## src/rtl/if_prefetch_if.sv

```systemverilog
// Fetch-side bus bundle: control, instruction-memory port and decode port.
interface if_prefetch_if #(
   parameter int ADDR_W = 16,
   parameter int DATA_W = 16
);
   logic              hlt;
   logic              useAlt;
   logic [ADDR_W-1:0] altAddress;
   logic              imemReq;
   logic [ADDR_W-1:0] imemAddr;
   logic              imemValid;
   logic [DATA_W-1:0] imemData;
   logic              instrValid;
   logic [DATA_W-1:0] instr;
   logic [ADDR_W-1:0] instrPc;
   logic              instrReady;
   logic [ADDR_W-1:0] pc;

   modport master (
      input  hlt, useAlt, altAddress, imemValid, imemData, instrReady,
      output imemReq, imemAddr, instrValid, instr, instrPc, pc
   );

   modport slave (
      output hlt, useAlt, altAddress, imemValid, imemData, instrReady,
      input  imemReq, imemAddr, instrValid, instr, instrPc, pc
   );
endinterface

```

## src/rtl/if_prefetch.sv

```systemverilog
// Instruction prefetcher: credit-limited in-order fetch into a small FIFO,
// with redirect flush that discards responses still in flight.
module if_prefetch #(
   parameter int                ADDR_W   = 16,
   parameter int                DATA_W   = 16,
   parameter int                DEPTH    = 4,
   parameter logic [ADDR_W-1:0] RESET_PC = '0
) (
   input logic           clk,
   input logic           nRst,
   if_prefetch_if.master bus
);
   localparam int PTR_W = $clog2(DEPTH);
   localparam int CNT_W = PTR_W + 1;
   localparam logic [CNT_W:0] DEPTH_C = (CNT_W+1)'(DEPTH);

   logic [ADDR_W-1:0] r_fetchPc;
   logic [ADDR_W-1:0] r_respPc;
   logic [CNT_W-1:0]  r_count;
   logic [CNT_W-1:0]  r_outst;
   logic [CNT_W-1:0]  r_dropCnt;
   logic [PTR_W-1:0]  r_head;
   logic [PTR_W-1:0]  r_tail;
   logic [DATA_W-1:0] r_data [DEPTH];
   logic [ADDR_W-1:0] r_tag  [DEPTH];

   logic [CNT_W:0]    w_used;
   logic              w_issue;
   logic              w_rsp;
   logic              w_push;
   logic              w_valid;
   logic              w_pop;

   // Buffered plus in-flight never exceeds DEPTH, so every response has a slot.
   assign w_used  = {1'b0, r_count} + {1'b0, r_outst};
   assign w_issue = nRst && !bus.hlt && !bus.useAlt && (w_used < DEPTH_C);
   assign w_rsp   = bus.imemValid && (r_outst != '0);
   assign w_push  = w_rsp && (r_dropCnt == '0) && !bus.useAlt;
   assign w_valid = (r_count != '0) && !bus.useAlt;
   assign w_pop   = w_valid && bus.instrReady;

   always_ff @(posedge clk or negedge nRst) begin
      if (!nRst) begin
         r_fetchPc <= RESET_PC;
         r_respPc  <= RESET_PC;
         r_count   <= '0;
         r_outst   <= '0;
         r_dropCnt <= '0;
         r_head    <= '0;
         r_tail    <= '0;
      end else if (bus.useAlt) begin
         // Everything still in flight after this cycle belongs to the old stream.
         r_fetchPc <= bus.altAddress;
         r_respPc  <= bus.altAddress;
         r_count   <= '0;
         r_head    <= '0;
         r_tail    <= '0;
         r_outst   <= r_outst - CNT_W'(w_rsp);
         r_dropCnt <= r_outst - CNT_W'(w_rsp);
      end else begin
         if (w_issue) begin
            r_fetchPc <= r_fetchPc + 1'b1;
         end
         r_outst <= r_outst + CNT_W'(w_issue) - CNT_W'(w_rsp);
         if (w_rsp && (r_dropCnt != '0)) begin
            r_dropCnt <= r_dropCnt - 1'b1;
         end
         if (w_push) begin
            r_tail   <= r_tail + 1'b1;
            r_respPc <= r_respPc + 1'b1;
         end
         if (w_pop) begin
            r_head <= r_head + 1'b1;
         end
         r_count <= r_count + CNT_W'(w_push) - CNT_W'(w_pop);
      end
   end

   always_ff @(posedge clk) begin
      if (w_push) begin
         r_data[r_tail] <= bus.imemData;
         r_tag[r_tail]  <= r_respPc;
      end
   end

   assign bus.imemReq    = w_issue;
   assign bus.imemAddr   = r_fetchPc;
   assign bus.pc         = r_fetchPc;
   assign bus.instrValid = w_valid;
   assign bus.instr      = r_data[r_head];
   assign bus.instrPc    = r_tag[r_head];
endmodule

```

## src/flat_wrapper.sv

```systemverilog
// flat-port wrapper written by rule: the top's interface ports become plain ports
module if_prefetch_flat 
#(
   parameter int                ADDR_W   = 16,
   parameter int                DATA_W   = 16,
   parameter int                DEPTH    = 4,
   parameter logic [ADDR_W-1:0] RESET_PC = '0
)
  (clk, nRst, bus_hlt, bus_useAlt, bus_altAddress, bus_imemValid, bus_imemData, bus_instrReady, bus_imemReq, bus_imemAddr, bus_instrValid, bus_instr, bus_instrPc, bus_pc);
  if_prefetch_if #(.ADDR_W(ADDR_W), .DATA_W(DATA_W)) bus_i ();
  input logic clk;
  input logic nRst;
  input wire logic [$bits(bus_i.hlt)-1:0] bus_hlt;
  input wire logic [$bits(bus_i.useAlt)-1:0] bus_useAlt;
  input wire logic [$bits(bus_i.altAddress)-1:0] bus_altAddress;
  input wire logic [$bits(bus_i.imemValid)-1:0] bus_imemValid;
  input wire logic [$bits(bus_i.imemData)-1:0] bus_imemData;
  input wire logic [$bits(bus_i.instrReady)-1:0] bus_instrReady;
  output wire logic [$bits(bus_i.imemReq)-1:0] bus_imemReq;
  output wire logic [$bits(bus_i.imemAddr)-1:0] bus_imemAddr;
  output wire logic [$bits(bus_i.instrValid)-1:0] bus_instrValid;
  output wire logic [$bits(bus_i.instr)-1:0] bus_instr;
  output wire logic [$bits(bus_i.instrPc)-1:0] bus_instrPc;
  output wire logic [$bits(bus_i.pc)-1:0] bus_pc;
  assign bus_i.hlt = bus_hlt;
  assign bus_i.useAlt = bus_useAlt;
  assign bus_i.altAddress = bus_altAddress;
  assign bus_i.imemValid = bus_imemValid;
  assign bus_i.imemData = bus_imemData;
  assign bus_i.instrReady = bus_instrReady;
  assign bus_imemReq = bus_i.imemReq;
  assign bus_imemAddr = bus_i.imemAddr;
  assign bus_instrValid = bus_i.instrValid;
  assign bus_instr = bus_i.instr;
  assign bus_instrPc = bus_i.instrPc;
  assign bus_pc = bus_i.pc;
  if_prefetch #(.ADDR_W(ADDR_W), .DATA_W(DATA_W), .DEPTH(DEPTH), .RESET_PC(RESET_PC)) u_core (.clk(clk), .nRst(nRst), .bus(bus_i));
endmodule
```

## config.mk

```make
export PLATFORM = sky130hd
export DESIGN_NAME = if_prefetch_flat
export DESIGN_NICKNAME = d
export VERILOG_FILES = /design/src/rtl/if_prefetch_if.sv /design/src/rtl/if_prefetch.sv /design/src/flat_wrapper.sv
export SDC_FILE = /design/constraint.sdc
export NUM_CORES = 1
export LEC_CHECK = 0
export CELL_PAD_IN_SITES_DETAIL_PLACEMENT = 1
export CELL_PAD_IN_SITES_GLOBAL_PLACEMENT = 2
export CORE_ASPECT_RATIO = 0.75
export CORE_MARGIN = 1.5
export CORE_UTILIZATION = 37
export CTS_BUF_LIST = sky130_fd_sc_hd__clkbuf_2 sky130_fd_sc_hd__clkbuf_4 sky130_fd_sc_hd__clkbuf_8
export DETAILED_ROUTE_END_ITERATION = 10
export GPL_ROUTABILITY_DRIVEN = 0
export PLACE_DENSITY = 0.8
export SLEW_MARGIN = 20
export SYNTH_ARGS = -nofsm -noshare
export SYNTH_HDL_FRONTEND = slang
export SYNTH_SLANG_ARGS = --single-unit
```

## constraint.sdc

```tcl
create_clock -name clk -period 2.9 [get_ports clk]
set_input_delay 0.58 -clock clk [delete_from_list [all_inputs] [get_ports clk]]
set_output_delay 0.58 -clock clk [all_outputs]
set_load 0.02 [all_outputs]
```

# Yosys cells after proc, flatten, opt, wreduce, memory -nomap -nowiden
# Memory sizes are Yosys's and may differ from the RTL's.
# Cells that the tools add are included.
[classes]
order_cmp = 1
reduce_logical = 19
n_addsub = 11
mux = 14
[ops]
columns = ["op", "n"]
rows = [
  ["16-bit two-way mux", 4],
  ["16-bit by 1-bit adder with 16-bit output, second input constant", 2],
  ["3-bit two-way mux", 4],
  ["1-bit logical AND", 9],
  ["3-bit nonzero test", 3],
  ["3-bit by 1-bit subtractor with 3-bit output", 3],
  ["2-bit two-way mux", 4],
  ["2-bit nonzero test", 4],
  ["3-bit by 1-bit adder with 3-bit output", 2],
  ["2-bit by 1-bit adder with 2-bit output, second input constant", 2],
  ["3-bit by 3-bit adder with 4-bit output", 1],
  ["4-bit by 3-bit less-than comparator with 1-bit output, second input constant", 1],
  ["3-bit zero test", 1],
  ["3-bit by 1-bit subtractor with 3-bit output, second input constant", 1],
  ["1-bit zero test", 2],
  ["1-bit two-way mux", 2],
]
[word_totals]
in_bits = 38
ram_bits = 128
reg_bits = 45
n_memories = 2
out_inout_bits = 66
[mem_list]
columns = ["name", "words", "width", "read_ports", "rd_ports_with_merged_regs", "wr", "line_no", "source"]
rows = [
  ["u_core.r_data", 4, 16, 1, 0, 1, "if_prefetch.sv:24", "logic [DATA_W-1:0] r_data [DEPTH];"],
  ["u_core.r_tag", 4, 16, 1, 0, 1, "if_prefetch.sv:25", "logic [ADDR_W-1:0] r_tag [DEPTH];"],
]

# Depth between registers and ports, before layout
# Gate-level depths: netlist of the first run.
[logic_depth]
word_depth = 7
ltp_mapped = 12
mapped_depth_nobuf = 12

# Least setup slack after synthesis of the first run
# No wires, ideal clock.
[synth_timing]
path_type = "register to register"
startpoint = "reg u_core.r_outst[2]"
endpoint = "reg u_core.r_outst[2]"
path_stages_with_launch = 13
arrival_time_ns = 3.053
setup_slack_ns = -0.232
path_buffers = 0
cell_sequence = "dfrtp_1 > ha_1 > a311oi_4 > nand2_1 > nor2_1 > inv_1 > ha_1 > inv_1 > ha_1 > fa_1 > xor2_1 > o21ai_0 > xor2_1"
[synth_via]
elab_chain_cells = 6
word_cells_on_any_way = 9
[synth_lines]
columns = ["element", "line_no", "source"]
rows = [
  ["start, declared", "if_prefetch.sv:20", "logic [CNT_W-1:0] r_outst;"],
  ["start signal, assigned", "if_prefetch.sv:58", "r_outst <= r_outst - CNT_W'(w_rsp);"],
  ["start signal, assigned", "if_prefetch.sv:64", "r_outst <= r_outst + CNT_W'(w_issue) - CNT_W'(w_rsp);"],
  ["3-bit by 3-bit adder with 4-bit output", "if_prefetch.sv:35", "assign w_used = {1'b0, r_count} + {1'b0, r_outst};"],
  ["4-bit by 3-bit less-than comparator with 1-bit output", "if_prefetch.sv:36", "assign w_issue = nRst && !bus.hlt && !bus.useAlt && (w_used < DEPTH_C);"],
  ["1-bit logical AND", "if_prefetch.sv:36", ""],
  ["via bus_imemReq", "flat_wrapper.sv:19", "output wire logic [$bits(bus_i.imemReq)-1:0] bus_imemReq;"],
  ["3-bit by 1-bit adder with 3-bit output", "if_prefetch.sv:64", ""],
  ["3-bit by 1-bit subtractor with 3-bit output", "if_prefetch.sv:64", ""],
  ["3-bit two-way mux", "if_prefetch.sv:51", "end else if (bus.useAlt) begin"],
]
# The timed path passes the listed nets, and every way through them passes these cells.
# A chain may end at the register's enable or synchronous reset.

# Worst setup path after layout of the first run
[layout_timing]
startpoint = "reg u_core.r_count[1]"
endpoint = "reg u_core.r_outst[2]"
[layout_via]
elab_chain_cells = 6
[layout_lines]
columns = ["element", "line_no", "source"]
rows = [
  ["start, declared", "if_prefetch.sv:19", "logic [CNT_W-1:0] r_count;"],
  ["start signal, assigned", "if_prefetch.sv:75", "r_count <= r_count + CNT_W'(w_push) - CNT_W'(w_pop);"],
  ["3-bit by 3-bit adder with 4-bit output", "if_prefetch.sv:35", ""],
  ["4-bit by 3-bit less-than comparator with 1-bit output", "if_prefetch.sv:36", ""],
  ["1-bit logical AND", "if_prefetch.sv:36", ""],
  ["3-bit by 1-bit adder with 3-bit output", "if_prefetch.sv:64", ""],
  ["3-bit by 1-bit subtractor with 3-bit output", "if_prefetch.sv:64", ""],
  ["3-bit two-way mux", "if_prefetch.sv:51", ""],
]
# Every way passes these cells.

==> flow_metrics.env, run 1 <==
export IMPL_status="complete, no violations"
export IMPL_insertion_delay_ns=0.45
export IMPL_track_usage=0.1667
export IMPL_io_pins=104
export IMPL_num_vias=4390
export IMPL_setup_viol=0
export IMPL_cts_tree="built"
export IMPL_r2r_setup_slack_ns=0.14
export IMPL_antenna_cells=0
export IMPL_yosysWarningCount=0
export IMPL_cts_max_path_buffers=2
export IMPL_final_cell_mix="edfxtp_1, clkdlybuf4s50_1, dfrtp_1, mux4_2, nor2_1"
export IMPL_synth_area_leaders="edfxtp_1, dfrtp_1, mux4_2, ha_1, mux2_2"
export IMPL_clockRootBuffer="clkbuf_8"
export IMPL_leakage_nw=3.237
export IMPL_dieHeight_um=126
export IMPL_ys_ff_latch=173
export IMPL_crit_arrival_ns=3.14
export IMPL_ys_flop_type="edfxtp_1"
export IMPL_finalHoldViolCount=0
export IMPL_yosys_area_top_type="edfxtp_1"
export IMPL_synth_area_per_cell_sq_um=16.05
export IMPL_cts_max_level=4
export IMPL_post_route_period_util=0.9527
export IMPL_setup_tns_ns=0
export IMPL_cts_clk_slew_worst_paths_ns=0.09
export IMPL_fin_nets=636
export IMPL_synth_edff_count=128
export IMPL_fin_skew_ns=0.01042
export IMPL_overflow=0
export IMPL_final_common_cell="edfxtp_1"
export IMPL_dr_pass1_iters=4
export IMPL_async_flop_share=0.2601
export IMPL_grt_max_degree=47
export IMPL_cts_sinks=173
export IMPL_cp_start_kind="flip-flop"
export IMPL_maxCapViolations=0
export IMPL_finalNonFillerCells=845
export IMPL_drc=0
export IMPL_hpwl_mm=11.24
export IMPL_synth_cells=465
export IMPL_worst_slew_pin_slew_ns=0.6321
export IMPL_die_x_um=167.0
export IMPL_num_rows=44
export IMPL_timing_critical_path_required_ns=3.28
export IMPL_power_w=0.006846
export IMPL_coreArea_sq_um=19540
export IMPL_critical_path_class="flip-flop to flip-flop"
export IMPL_cts_buffers=17
export IMPL_routed_wl_mm=16.67
export IMPL_crit_path_end_kind="flip-flop"
export IMPL_ys_seq_area_frac=0.6659
export IMPL_p_per_area_nw_per_um2=735.6
export IMPL_wire_per_inst_um=19.73
export IMPL_drt_iter0_drc=257
export IMPL_dieArea_sq_um=21040
export IMPL_initial_core_util=0.3819
export IMPL_grt_antenna_before_repair=0
export IMPL_area_growth_pct=24.71
export IMPL_syn_area_sq_um=7463
export IMPL_antenna_left=0
export IMPL_drive_gt1_frac=0.2010
export IMPL_worstHoldPathType="input pin to async pin"
export IMPL_placed_cells=809
export IMPL_syn_nets=521
export IMPL_synth_top_area_frac=0.5150
export IMPL_timing_fmax_ghz=0.3619
export IMPL_grt_pass1_wl_mm=26.44
export IMPL_io_buffers=103
export IMPL_finalCriticalPeriod_ns=2.763
export IMPL_critPathMaxFanout=4
export IMPL_slew_headroom=0.5786
export IMPL_synth_cell_types=46
export IMPL_finalMaxSlewViolations=0
export IMPL_rsz0062_at_grt="true"
export IMPL_ir_drop_uv=286.4
export IMPL_grt_pass1_vias=4747
export IMPL_viasPerCell=5.195
export IMPL_cts_hold_buf=0
final timing paths:
path | startpoint | to | depth (start not counted)
worst max-delay path | u_core.r_count[1] | u_core.r_outst[2] | 12
worst min-delay path | nRst | u_core.bus.imemAddr[15] | 2
worst max register to register | u_core.r_count[1] | u_core.r_outst[2] | 12
worst min register to register | u_core.r_outst[2] | u_core.r_outst[2] | 1
max in group asynchronous | nRst | u_core.r_head[0] | 2
min in group clk | u_core.r_outst[2] | u_core.r_outst[2] | 1
cell usage after synthesis, types with 4 or more instances:
cell type / instances
ha_1: 16
xnor2_1: 10
or4_1: 5
edfxtp_1: 128
clkbuf_1: 10
and2_1: 6
mux2_2: 14
a31oi_1: 13
nand4_1: 6
nand2_1: 15
o31ai_1: 7
mux4_2: 32
or3_1: 4
nor2_1: 22
xor2_1: 13
and3_1: 4
buf_4: 16
nand3_1: 11
a21oi_1: 6
nor4_1: 7
nor3_1: 12
inv_1: 19
buf_2: 6
dfrtp_1: 45
o21ai_0: 10
cell families (layout without fill, tap and decap cells):
logic type,Yosys count,after routing,share of synthesized area
buffers and inverters,53,180,0.03571
AO/OA/AOI/OAI,43,43,0.03890
adder cells (fa/ha/maj),18,18,0.03219
XOR/XNOR,23,23,0.02699
multiplexers,49,49,0.1217
flip-flops,173,173,0.6659
AND/OR/NAND/NOR,106,106,0.07862
report_power, final:
group / switching, W / total (W) / internal [W]
clock network: 0.000879 / 0.00165 / 0.000775
logic: 0.00106 / 0.00210 / 0.00104
registers: 0.000227 / 0.00309 / 0.00287
worst max-delay path: stages, from the launching register on:
cell,delay (ns)
dfrtp_2,0.47
ha_4,0.25
a311oi_4,0.34
nand2_2,0.13
nor2_4,0.10
inv_1,0.05
ha_1,0.27
inv_1,0.04
ha_1,0.18
fa_1,0.39
xor2_1,0.16
o21ai_1,0.16
xor2_1,0.16
registers in the layout, indices dropped and copies added, names as in the netlist:
signal / cells
u_core.bus.imemAddr: 16
u_core.r_count: 3
u_core.r_data: 64
u_core.r_dropCnt: 3
u_core.r_head: 2
u_core.r_outst: 3
u_core.r_respPc: 16
u_core.r_tag: 64
u_core.r_tail: 2
stage by stage:
step	cell area (sq um)	hold WS [ns]	util	setup slack, ns
after floorplan	7473	0.2844	-	0.05041
after global placement	8864	0.5146	0.4535	-0.1154
after detailed placement	8864	0.5326	0.4535	-0.2143
after CTS	9225	0.2644	0.4720	0.003556
after global routing	9308	0.2892	0.4762	-0.02538
final	9308	0.2628	0.4762	0.1371
final cells by class:
cell class | instances | area (sq um)
Timing Repair Buffer | 129 | 1291
Inverter | 20 | 75.07
Clock inverter | 13 | 142.6
Fill cell | 1901 | 10240
Tap cell | 253 | 316.6
Sequential cell | 173 | 4974
Clock buffer | 18 | 241.5
Multi-Input combinational cell | 239 | 2267
per-layer routing:
metal  part of all wire  up-vias  track usage
li1                   -     2009            -
met1               0.47     2291       0.2251
met2               0.48       71       0.2670
met3              0.033       19      0.03771
met4              0.016        0      0.05829
met5                  0        -            0
what timing repair did:
item,CTS,global route
resized for setup,18,5
setup buffers,0,4
endpoints found under the setup margin,18,16
pin swaps,0,2
gates cloned,0,1
No activity file was read; power rests on OpenSTA's default activity.
==> run 2: changes to the inputs <==
- ABC_AREA: unset -> 1
- CORE_UTILIZATION: 37 -> 34
- PLACE_DENSITY: 0.8 -> 0.81
==> run 2 against run 1 <==
  * Sequential power is 5% higher
  * Worst hold slack worse by 0.030 ns
  * Synthesized cell count is 55% higher
  * Count of clock-buffer cells in the layout is 1 lower
  * Critical path depth is 7 lower
  * Die area is 14% higher
  * Area after synthesis is 4.6% higher
  * First-iteration DRC count is 11% lower
  * Core utilization is 4.7 points lower
  * Global-route usage is 0.49 points higher
  * Register-to-register slack better by 0.16 ns
  * Combinational power is 18% higher
  * Critical endpoint is now bus_instr[0]
  * Largest cell class unchanged
  * Highest routed layer unchanged
==> flow_metrics.env, run 2 <==
export IMPL_status="complete, no violations"
export IMPL_ys_flop_type="edfxtp_1"
export IMPL_final_common_cell="edfxtp_1"
export IMPL_cts_max_path_buffers=2
export IMPL_worst_slew_pin_slew_ns=0.6017
export IMPL_drive_gt1_frac=0.09759
export IMPL_rsz0062_at_grt="false"
export IMPL_grt_max_degree=66
export IMPL_fin_nets=873
export IMPL_maxCapViolations=0
export IMPL_synth_top_cells_by_count="edfxtp_1, nand2_1, nor2_1"
export IMPL_finalMaxSlewViolations=0
export IMPL_die_x_um=178.0
export IMPL_synth_area_per_cell_sq_um=10.83
export IMPL_leakage_nw=3.731
export IMPL_setup_viol=0
export IMPL_yosys_cell_count_top_type="edfxtp_1"
export IMPL_post_route_period_util=0.9544
export IMPL_post_cts_repair_setup_buffers=0
export IMPL_cts_clk_slew_worst_paths_ns=0.11
export IMPL_grt_pass1_vias=5649
export IMPL_yosysWarningCount=0
export IMPL_worst_slack_ns=0.1323
export IMPL_setup_tns_ns=0
export IMPL_dieHeight_um=134.2
export IMPL_num_vias=5498
export IMPL_io_buffers=103
export IMPL_dieArea_sq_um=23890
export IMPL_overflow=0
export IMPL_track_usage=0.1716
export IMPL_ys_seq_area_frac=0.6366
export IMPL_antenna_left=0
export IMPL_final_cell_mix="edfxtp_1, nand2_1, nor2_1, o21ai_0, clkdlybuf4s50_1"
export IMPL_finalCriticalPeriod_ns=2.768
export IMPL_insertion_delay_ns=0.47
export IMPL_initial_core_util=0.3502
export IMPL_slew_headroom=0.5989
export IMPL_routed_wl_mm=19.42
export IMPL_ys_ff_latch=173
export IMPL_viasPerCell=4.891
export IMPL_synth_area_leaders="edfxtp_1, dfrtp_1, o21ai_0, nand2_1, nor2_1"
export IMPL_crit_path_end_kind="primary output"
export IMPL_critical_path_class="flip-flop to primary output"
export IMPL_dp_slack_ns=-0.007977
export IMPL_synth_edff_count=128
export IMPL_synth_top_area_frac=0.4924
export IMPL_cts_tree="built"
export IMPL_cts_sinks=173
export IMPL_fill_cells=2449
export IMPL_critPathMaxFanout=26
export IMPL_syn_area_sq_um=7806
export IMPL_cts_buffers=17
export IMPL_timing_fmax_ghz=0.3613
export IMPL_timing_critical_path_required_ns=2.32
export IMPL_reg_largest_list="u_core.r_data (64), u_core.r_tag (64)"
export IMPL_clockRootBuffer="clkbuf_8"
export IMPL_antenna_cells=0
export IMPL_num_rows=47
export IMPL_async_flop_share=0.2601
export IMPL_syn_nets=777
export IMPL_finalHoldViolCount=0
export IMPL_fin_skew_ns=0.02074
export IMPL_grt_pass1_wl_mm=31.02
export IMPL_p_per_area_nw_per_um2=767.0
export IMPL_area_growth_pct=22.57
export IMPL_crit_arrival_ns=2.19
export IMPL_io_pins=104
export IMPL_coreArea_sq_um=22290
export IMPL_cts_hold_buf=0
export IMPL_cts_max_level=4
export IMPL_drt_iter0_drc=230
export IMPL_synth_cells=721
export IMPL_grt_antenna_before_repair=0
export IMPL_dr_pass1_iters=4
export IMPL_wire_per_inst_um=17.27
export IMPL_fin_util=0.4293
export IMPL_synth_cell_types=34
export IMPL_ir_drop_uv=293.0
export IMPL_cp_start_kind="flip-flop"
export IMPL_yosys_area_top_type="edfxtp_1"
export IMPL_hpwl_mm=12.79
export IMPL_drc=0
export IMPL_worstHoldPathType="input pin to async pin"
[run 2: changes by cell type after synthesis, moves of 11 or more]
cell and change:
nor3_1 -11, nand2_1 +97, mux2_2 -14, nor2_1 +69
o22ai_1 +32, nand3_1 +24, o21ai_0 +77, mux4_2 -32
inv_1 +35
[run 2: critical path, cell delays in order, from the launching register on]
cell and delay, ns:
dfrtp_2 0.45, inv_4 0.17, buf_12 0.20, nor2_1 0.05
o22ai_1 0.20, clkdlybuf4s50_1 0.63
[run 2: power by group]
| group | total [W] | internal (W) | leakage (nW) | switching, W |
|---|---|---|---|---|
| clock network | 0.00161 | 0.000623 | 0.178 | 0.000985 |
| logic | 0.00248 | 0.00102 | 1.85 | 0.00146 |
| registers | 0.00325 | 0.00295 | 1.71 | 0.000306 |
[run 2: final timing paths]
path                                           end               startpoint  slack, ns  depth (start not counted)
max                                   bus_instr[0]         u_core.r_head[0]       0.13                          5
min reg2reg                u_core.bus.imemAddr[13]  u_core.bus.imemAddr[13]       0.58                          2
max reg2reg                      u_core.r_outst[2]        u_core.r_outst[2]       0.30                         11
min in group clk           u_core.bus.imemAddr[13]  u_core.bus.imemAddr[13]       0.58                          2
max in group asynchronous         u_core.r_head[0]                     nRst       2.21                          2
min                            u_core.r_dropCnt[1]                     nRst       0.23                          2
[run 2: routing by layer]
layer | vias to the layer above | global-route usage | share of wire
met4 | 0 | 0.03221 | 0.0065
met3 | 11 | 0.04252 | 0.042
met1 | 2706 | 0.2472 | 0.52
met2 | 113 | 0.2633 | 0.44
li1 | 2668 | - | -
met5 | - | 0 | 0
[run 2: cells by family after synthesis]
logic type               count (synthesis)  share of synthesized area
flip-flops                             173                     0.6366
AO/OA/AOI/OAI                          145                     0.1029
AND/OR/NAND/NOR                        267                     0.1518
adder cells (fa/ha/maj)                 18                    0.03077
buffers and inverters                  103                    0.06107
XOR/XNOR                                15                    0.01683
[run 2: final cells by class]
cell class | count | area (sq um) | area share
flip-flops and latches | 173 | 4971 | 0.5196
multi-input cells | 445 | 2370 | 0.2477
repair buffers | 121 | 1275 | 0.1333
well taps | 294 | 367.9 | 0.03845
clock buffers | 17 | 234.0 | 0.02445
inverters | 59 | 224.0 | 0.02341
clock inverters | 15 | 126.4 | 0.01321
[run 2: through the flow]
step | instance area, sq um | total power [W] | hold slack, ns | instances
2_1_floorplan | 7806 | 0.004743 | 0.2844 | 721
3_3_place_gp | 9166 | 0.005796 | 0.5394 | 1092
3_5_place_dp | 9166 | 0.005834 | 0.5555 | 1092
4_1_cts | 9528 | 0.007450 | 0.2461 | 1124
5_1_grt | 9568 | 0.007781 | 0.2795 | 1124
6_report | 9568 | 0.007339 | 0.2329 | 1124
[run 2: repair_timing]
item / CTS / global route
pin swaps: 0 / 0
setup endpoints to repair: 15 / 16
gates resized for setup: 2 / 16
==> run 3: changes to the inputs <==
- MAX_ROUTING_LAYER: unset -> met4
==> run 3 against run 2 <==
  * Count of clock-buffer cells in the layout stayed put
  * Highest routed layer unchanged
  * Power hardly changed
  * Worst hold slack worse by 0.0011 ns
  * Final area stayed put
  * Largest cell class unchanged
  * Critical path depth stayed put
  * Combinational power hardly changed
  * Core utilization stayed put
  * Register-to-register slack hardly changed
==> flow_metrics.env, run 3 (synthesized netlist as in run 2, its figures left out) <==
export IMPL_cts_max_level=4
export IMPL_dr_pass1_iters=4
export IMPL_cpMaxStageDelayCell="clkdlybuf4s50_1"
export IMPL_ir_drop_uv=294.1
export IMPL_track_usage=0.1769
export IMPL_setup_tns_ns=0
export IMPL_path_buf_inv=3
export IMPL_drt_iter0_drc=234
export IMPL_r2r_cells=11
export IMPL_rsz0062_at_grt="false"
export IMPL_worst_slew_pin_slew_ns=0.6050
export IMPL_io_pins=104
export IMPL_num_vias=5485
export IMPL_dr_wl_met2_mm=8.484
export IMPL_stdcell_area_sq_um=9568
export IMPL_num_rows=47
export IMPL_wl_met1_mm=10.07
export IMPL_timing_critical_path_required_ns=2.32
export IMPL_drc=0
export IMPL_slew_headroom=0.5967
export IMPL_worst_slack_ns=0.1277
export IMPL_final_common_cell="edfxtp_1"
export IMPL_wl_met3_um=737
export IMPL_antenna_left=0
export IMPL_cts_buffers=17
export IMPL_finalHoldViolCount=0
export IMPL_cts_sinks=173
export IMPL_routed_wl_mm=19.43
export IMPL_fin_skew_ns=0.02150
export IMPL_cts_tree="built"
export IMPL_cts_max_path_buffers=2
export IMPL_leakage_nw=3.731
export IMPL_reg_largest_list="u_core.r_data (64), u_core.r_tag (64)"
export IMPL_cts_hold_buf=0
export IMPL_antenna_cells=0
export IMPL_cp_start_kind="flip-flop"
export IMPL_grt_antenna_before_repair=0
export IMPL_drive_gt1_frac=0.09759
export IMPL_switching_share=0.3744
export IMPL_p_int_w=0.004592
export IMPL_p_sw_w=0.002748
export IMPL_r2r_end="u_core.r_outst[2]"
export IMPL_max_stage_delay_ns=0.63
export IMPL_io_buffers=103
export IMPL_timing_fmax_ghz=0.3607
export IMPL_wire_per_inst_um=17.29
export IMPL_r2r_setup_slack_ns=0.30
export IMPL_insertion_delay_ns=0.47
export IMPL_dpl_cell_area_sq_um=9166
export IMPL_hpwl_mm=12.79
export IMPL_comb_power_share=0.338
export IMPL_grt_pass1_vias=5642
export IMPL_critPathMaxFanout=26
export IMPL_finalCriticalPeriod_ns=2.772
export IMPL_dieHeight_um=134.2
export IMPL_cp_cell_sequence="inv_4 -> buf_12 -> nor2_1 -> o22ai_1 -> clkdlybuf4s50_1"
export IMPL_die_x_um=178.0
export IMPL_fin_nets=873
export IMPL_p_per_area_nw_per_um2=767.2
export IMPL_dieArea_sq_um=23890
export IMPL_cts_clk_slew_worst_paths_ns=0.11
export IMPL_clockRootBuffer="clkbuf_8"
export IMPL_grt_pass1_wl_mm=31.01
export IMPL_initial_core_util=0.3502
export IMPL_placed_cells=1092
export IMPL_reg2reg_from="u_core.r_outst[2]"
export IMPL_status="complete, no violations"
export IMPL_setup_viol=0
export IMPL_final_cell_mix="edfxtp_1, nand2_1, nor2_1, o21ai_0, clkdlybuf4s50_1"
export IMPL_crit_family="buffers and inverters"
export IMPL_area_growth_pct=22.57
export IMPL_post_route_period_util=0.9560
export IMPL_finalNonFillerCells=1124
export IMPL_crit_path_end_kind="primary output"
export IMPL_overflow=0
export IMPL_crit_arrival_ns=2.19
export IMPL_maxCapViolations=0
export IMPL_top_layer_used="met4"
export IMPL_dp_slack_ns=-0.007977
export IMPL_finalMaxSlewViolations=0
export IMPL_pwr_share_seq=0.443
export IMPL_clkPwrFrac=0.219
export IMPL_grt_max_degree=66
export IMPL_coreArea_sq_um=22290
export IMPL_critical_path_class="flip-flop to primary output"
export IMPL_worstHoldPathType="input pin to async pin"
export IMPL_viasPerCell=4.880
## run 3: cell counts in the layout (fill, tap and decap cells not counted)
No cell type changed its count.
## run 3: how the worst max path moves through the flow
stage | slack (ns) | cells after the start | start | end
global placement | 0.01 | 11 | bus_hlt | u_core.r_outst[2]
global route | 0.006 | 5 | u_core.r_head[1] | bus_instrPc[14]
detailed placement | -0.008 | 11 | bus_hlt | u_core.r_outst[2]
floorplan | 0.13 | 6 | u_core.r_dropCnt[0] | u_core.r_data[2][0]
finish | 0.13 | 5 | u_core.r_head[0] | bus_instr[0]
CTS | 0.009 | 5 | u_core.r_head[1] | bus_instrPc[3]
## run 3: cell type report
| cell class | instances | area [sq um] |
|---|---|---|
| fill | 2449 | 12720 |
| timing repair buffer | 121 | 1275 |
| clock buffer | 17 | 234.0 |
| sequential | 173 | 4971 |
| clock inverter | 15 | 126.4 |
| inverter | 59 | 224.0 |
| multi-input combinational | 445 | 2370 |
| tap | 294 | 367.9 |
## run 3: through the flow
stage | util | hold WS (ns) | total power (W)
2_1_floorplan | - | 0.2844 | 0.004743
3_5_place_dp | 0.4113 | 0.5555 | 0.005834
4_1_cts | 0.4275 | 0.2461 | 0.007450
6_report | 0.4293 | 0.2319 | 0.007340
3_3_place_gp | 0.4113 | 0.5394 | 0.005796
5_1_grt | 0.4293 | 0.2794 | 0.007782
## run 3: power groups by stage
| stage | Sequential [W] | Clock [W] | Combinational, W |
|---|---|---|---|
| after detailed placement | 0.00330 | 0 | 0.00253 |
| final | 0.00325 | 0.00161 | 0.00248 |
| after global placement | 0.00330 | 0 | 0.00250 |
| after CTS | 0.00325 | 0.00165 | 0.00255 |
| after floorplan | 0.00324 | 0 | 0.00150 |
| after global routing | 0.00329 | 0.00174 | 0.00275 |
## run 3: layer usage
layer	track usage	up-vias
met5	-	-
met4	0.03221	0
met3	0.04138	12
met2	0.2633	103
met1	0.2481	2701
li1	-	2669
## run 3: worst reg2reg max path, delay by kind of cell, from the launching register on
kind,cells,cell delay [ns]
simple gates,5,0.69
fa+ha+maj,4,1.16
xor+xnor,1,0.16
buf+inv,1,0.04
flops,1,0.42
## run 3: repair_timing
action | in CTS | in global routing
pin swaps | 0 | 0
gates resized for setup | 2 | 16
endpoints found under the setup margin | 15 | 16
buffers inserted | 0 | 0
